==> src/rtl/spi_master_ctrl.sv <==
`timescale 1ns/1ps
// Single-lane SPI master: sends 10-bit {opcode, payload} words MSB-first and, for
// read-data frames, waits RD_LATENCY cycles then shifts an 8-bit reply in from miso.
module spi_master_ctrl #(
   parameter int RD_LATENCY = 2,
   parameter int IDLE_GAP   = 2
) (
   input  logic       clk,
   input  logic       rst,
   input  logic       tx_start,
   input  logic [9:0] tx_data,
   output logic       busy,
   output logic       done,
   output logic [7:0] rd_data,
   output logic       rd_valid,
   output logic       mosi,
   input  logic       miso,
   output logic       ss_n
);

   typedef enum logic [2:0] {IDLE, SEL, CMD, SHIFT, WAIT, CAPTURE, GAP} state_t;

   localparam logic [3:0] WAIT_LAST = 4'(RD_LATENCY - 1);
   localparam logic [3:0] GAP_LAST  = 4'(IDLE_GAP - 1);

   state_t     state;
   logic [9:0] shreg;
   logic [6:0] rx_shreg;
   logic [3:0] cnt;
   logic       is_read;

   always_ff @(posedge clk) begin
      if (rst) begin
         state    <= IDLE;
         shreg    <= '0;
         rx_shreg <= '0;
         cnt      <= '0;
         is_read  <= 1'b0;
         busy     <= 1'b0;
         done     <= 1'b0;
         rd_valid <= 1'b0;
         rd_data  <= '0;
         mosi     <= 1'b1;
         ss_n     <= 1'b1;
      end else begin
         done     <= 1'b0;
         rd_valid <= 1'b0;
         case (state)
            IDLE: begin
               if (tx_start) begin
                  shreg   <= tx_data;
                  is_read <= (tx_data[9:8] == 2'b11);
                  mosi    <= tx_data[9];
                  ss_n    <= 1'b0;
                  busy    <= 1'b1;
                  state   <= SEL;
               end
            end
            SEL: begin
               state <= CMD;
            end
            CMD: begin
               // mosi already shows bit 9; the shift register runs one bit ahead of mosi
               mosi  <= shreg[9];
               shreg <= {shreg[8:0], 1'b0};
               cnt   <= '0;
               state <= SHIFT;
            end
            SHIFT: begin
               if (cnt == 4'd9) begin
                  cnt  <= '0;
                  mosi <= 1'b1;
                  if (is_read) begin
                     state <= WAIT;
                  end else begin
                     ss_n  <= 1'b1;
                     done  <= (GAP_LAST == 4'd0);
                     state <= GAP;
                  end
               end else begin
                  mosi  <= shreg[9];
                  shreg <= {shreg[8:0], 1'b0};
                  cnt   <= cnt + 4'd1;
               end
            end
            WAIT: begin
               if (cnt == WAIT_LAST) begin
                  cnt   <= '0;
                  state <= CAPTURE;
               end else begin
                  cnt <= cnt + 4'd1;
               end
            end
            CAPTURE: begin
               rx_shreg <= {rx_shreg[5:0], miso};
               if (cnt == 4'd7) begin
                  rd_data  <= {rx_shreg, miso};
                  cnt      <= '0;
                  ss_n     <= 1'b1;
                  done     <= (GAP_LAST == 4'd0);
                  rd_valid <= (GAP_LAST == 4'd0);
                  state    <= GAP;
               end else begin
                  cnt <= cnt + 4'd1;
               end
            end
            GAP: begin
               if (cnt == GAP_LAST) begin
                  busy  <= 1'b0;
                  state <= IDLE;
               end else begin
                  cnt      <= cnt + 4'd1;
                  done     <= (cnt + 4'd1 == GAP_LAST);
                  rd_valid <= (cnt + 4'd1 == GAP_LAST) && is_read;
               end
            end
            default: begin
               ss_n  <= 1'b1;
               mosi  <= 1'b1;
               busy  <= 1'b0;
               state <= IDLE;
            end
         endcase
      end
   end

endmodule
==> config.mk <==
export PLATFORM = sky130hd
export DESIGN_NAME = spi_master_ctrl
export DESIGN_NICKNAME = d
export VERILOG_FILES = /design/src/rtl/spi_master_ctrl.sv
export SDC_FILE = /design/constraint.sdc
export NUM_CORES = 1
export LEC_CHECK = 0
export BUFFER_PORTS_ARGS = -buffer_cell sky130_fd_sc_hd__buf_4
export CORE_MARGIN = 5
export CORE_UTILIZATION = 60
export DETAILED_ROUTE_END_ITERATION = 16
export PLACE_DENSITY_LB_ADDON = 0.15
export SYNTH_ARGS = -nofsm -noshare
export SYNTH_HDL_FRONTEND = slang
export SYNTH_SLANG_ARGS = --single-unit
==> constraint.sdc <==
create_clock -name clk -period 3.3 [get_ports clk]
set_input_delay 0.165 -clock clk [delete_from_list [all_inputs] [get_ports clk]]
set_output_delay 0.165 -clock clk [all_outputs]
set_load 0.05 [all_outputs]
==> results_tabular.tex <==
\begin{tabular}{lr}
\hline
Metric & Value \\
\hline
\multicolumn{2}{l}{\textbf{Outcome}} \\
Outcome & finished, final reports clean \\
\multicolumn{2}{l}{\textbf{Synth}} \\
Sequential cell area fraction in the yosys report & 41.39\% \\
Primary FF master, synth & dfxtp\_1 \\
Area of the mapped netlist & 1838 um2 \\
Cells after Synth & 197 \\
YS warnings & 0 \\
Async set or reset register ratio after synthesis & 0\% \\
Number of flops mapped to enable cells by yosys & 0 \\
Count of state elements after synthesis & 38 \\
Syn Nets & 214 \\
Distinct cells, synth & 46 \\
Mapped Avg Cell Area & 9.330 um2 \\
\multicolumn{2}{l}{\textbf{Routing}} \\
Residual DRC count & 0 \\
Detailed Routing Iterations Pass 1 & 4 \\
Number of violations reported at the end of detailed-routing iteration 0 & 102 \\
Vias after detailed routing & 1455 \\
Vias per cell & 5.843 \\
Overall routed net length & 3665 um \\
Number of nets with antenna violations after routing & 0 \\
Routed len/inst & 14.72 um \\
\multicolumn{2}{l}{\textbf{Power}} \\
PwrDens & 425.1 nW/um2 \\
Switch Pwr & 0.2459 mW \\
IR drop worst, VDD & 244.9 uV \\
Switching share of power & 28.42\% \\
Sequential share of power & 58.8\% \\
Share of power burned in the clock network & 25.4\% \\
Combinational fraction of design power & 15.8\% \\
Internal power of the cells & 0.6194 mW \\
Reported leakage power & 0.9308 nW \\
\multicolumn{2}{l}{\textbf{Run}} \\
Max-cap violations & 0 \\
\multicolumn{2}{l}{\textbf{Worst setup path}} \\
Critical path depth in cells & 4 \\
Type of destination of the critical path & flip-flop \\
Critical path's slowest cell & dfxtp\_1 \\
CP Launch Type & flip-flop \\
List of cells traversed by the critical path & nand3b\_1, nor2\_8, mux2i\_1, nor2\_1 \\
Total buffers and inverters traversed by the critical path & 0 \\
Crit Reg-Reg Startpoint & state[2] \\
Crit path max fanout & 21 \\
Worst setup path endpoint & rd\_data[1] \\
RR Endpoint & rd\_data[1] \\
Family of cells with the greatest summed delay on the critical path & simple AND/OR/NAND/NOR gates \\
CP arrival & 2340 ps \\
Start-to-end type of the worst setup path & reg -> reg \\
Number of cells traversed by the worst register-to-register path & 4 \\
Delay of the slowest cell on the worst path & 750 ps \\
Required @ worst endpoint & 3520 ps \\
Setup slack of the worst register-to-register path & 1180 ps \\
Setup crit start & state[2] \\
\multicolumn{2}{l}{\textbf{Final layout}} \\
Number of antenna repair diodes & 0 \\
Area growth from synthesis to layout & 10.76\% \\
Layout net count & 233 \\
Filler cell count in the final layout & 244 \\
Final cell utilization of the core & 67.79\% \\
Proportion of layout cells with a drive suffix above 1 & 19.91\% \\
\multicolumn{2}{l}{\textbf{Global route}} \\
Antenna violations before repair & 0 \\
First-pass GRT wire length & 6210 um \\
Global-route usage over all layers & 18.75\% \\
Via count of the first global-routing pass & 1329 \\
Pin count of the biggest net entering global routing & 38 \\
Final global-route overflow total & 0 \\
\multicolumn{2}{l}{\textbf{Clock network}} \\
Number of gates resized after CTS & 0 \\
Clock latency of the later-clocked register in the worst-skew pair & 350 ps \\
Root buffer cell & clkbuf\_4 \\
Buffers inserted by post-CTS timing repair & 0 \\
Cts hold-fix bufs & 0 \\
H-Tree Depth & 2 \\
Deepest clock path buffer count & 2 \\
Clock transition at the registers of the reported paths & 110 ps \\
CTS tree & done \\
Number of clock sinks & 38 \\
Num CTS Buffers & 5 \\
\multicolumn{2}{l}{\textbf{Timing}} \\
Worst Slack Setup Final & 1184 ps \\
Fraction of the cycle the final worst path needs & 64.14\% \\
Final setup violation count & 0 \\
Setup clock skew after layout & 10.33 ps \\
Number of max-slew violations in the final report & 0 \\
Worst slew margin relative to its limit & 54.19\% \\
Summed negative setup slack over all endpoints & 0 ps \\
RSZ-0062 raised after global routing & no \\
Measured slew at the worst slew-check pin & 686.2 ps \\
Upper clock frequency limit & 472.5 MHz \\
Smallest hold slack & 69.35 ps \\
Hold Violations, Final & 0 \\
Clock period minus worst slack & 2116 ps \\
\multicolumn{2}{l}{\textbf{Die}} \\
Core region area & 3003 um2 \\
Die width & 65.35 um \\
Starting density of the core & 61.21\% \\
Die boundary height & 65.35 um \\
Die area & 4270 um2 \\
Number of rows in the core area & 20 \\
Number of primary I/O pins & 27 \\
\multicolumn{2}{l}{\textbf{Placement}} \\
Final HPWL from detailed placement & 2628 um \\
Gp weighted congestion & 0.8705 \\
Count of buffers from port buffering & 26 \\
Setup slack at placement & 1211 ps \\
\multicolumn{2}{l}{\textbf{Min path}} \\
Path class of the lowest-slack min-delay path & in -> reg \\
Number of cells on the worst hold path & 3 \\
\hline
\end{tabular}
-- cells in the final DEF (no fill, tap or decap), drive strengths merged, types with 2 or more instances in the layout --
| cell type | netlist | final |
|---|---|---|
| dfxtp | 38 | 38 |
| buf | 9 | 26 |
| nor2 | 26 | 26 |
| mux2i | 24 | 24 |
| a21oi | 21 | 21 |
| a211oi | 12 | 12 |
| nand2 | 8 | 8 |
| o21ai | 7 | 7 |
| clkbuf | 5 | 5 |
| inv | 4 | 4 |
| nor3 | 4 | 4 |
| nand3b | 4 | 4 |
| nand3 | 3 | 3 |
| ha | 3 | 3 |
| clkinv | 1 | 3 |
| nand2b | 2 | 2 |
| xnor2 | 2 | 2 |
| nor2b | 2 | 2 |
| and3 | 2 | 2 |
| a31oi | 2 | 2 |
| o2bb2ai | 2 | 2 |
-- cell usage after synthesis (all sizes together), types with 3 or more instances --
cell type   n  area, um2
o21ai       7      35.03
nor3        4      20.02
ha          3      37.54
dfxtp      38      760.7
nor2       26      118.9
buf         9      67.56
inv         4      15.01
a211oi     12      90.09
nand3b      4      46.29
a21oi      21      112.6
mux2i      24      240.2
nand3       3      15.01
nand2       8      30.03
clkbuf      5      18.77
-- metrics by stage --
step	area, um2	instances	power (mW)
after floorplan	1838	197	0.6197
after detailed placement	1988	242	0.6557
after global placement	1988	242	0.6492
after CTS	2036	249	0.8709
after global routing	2036	249	0.9145
final	2036	249	0.8653
-- registers in the layout (all words and copies together) (netlist names) --
register and flops:
shreg 10, rd_data 8, rx_shreg 7, cnt 4, state 3, busy 1, done 1, is_read 1
mosi 1, rd_valid 1, ss_n 1
-- tightest hold or removal path: cells and delay by family --
kind          cells  cell delay (ps)
simple gates      1               70
buf+inv           1               80
mux               1               50
-- logic make-up after synthesis --
logic type,share of synthesized area (%)
DFF,41.39
muxes,13.07
xor gates and xnor gates,1.430
buffers and inverters,5.718
AOI/OAI and AO/OA,18.18
adders and majority gates,2.042
and+or+nand+nor,18.18
-- power groups by stage --
stage	clock network (mW)	logic, mW	registers [mW]
3_5_place_dp	0	0.137	0.519
2_1_floorplan	0	0.100	0.519
4_1_cts	0.225	0.137	0.508
5_1_grt	0.251	0.150	0.514
3_3_place_gp	0	0.132	0.517
6_report	0.220	0.137	0.508
-- metal layers --
layer / share of wire, % / up-vias / wire length, um / GRT usage (%)
met3: 5.4 / 7 / 197 / 4.615
met1: 46 / 677 / 1681 / 23.72
met5: 0 / - / 0 / 0
li1: - / 738 / - / -
met2: 47 / 33 / 1724 / 29.58
met4: 1.7 / 0 / 62 / 9.326
-- worst min path at each step --
| stage | slack [ps] | startpoint | endpoint |
|---|---|---|---|
| after floorplan | 300 | tx_data[0] | shreg[0] |
| after global placement | 410 | miso | rd_data[0] |
| after detailed placement | 430 | miso | rx_shreg[0] |
| after CTS | 70 | miso | rx_shreg[0] |
| after global routing | 80 | tx_data[0] | shreg[0] |
| final | 70 | miso | rx_shreg[0] |
-- area by class of cell --
class | count | area [um2] | share of cell area (%)
multi-input combinational | 140 | 972.2 | 47.76
sequential | 38 | 760.7 | 37.37
tap | 33 | 41.29 | 2.028
clock buffer | 5 | 37.54 | 1.844
timing repair buffer | 26 | 195.2 | 9.588
inverter | 5 | 18.77 | 0.9219
clock inverter | 2 | 10.01 | 0.4917
(Power assumes the default switching activity.)
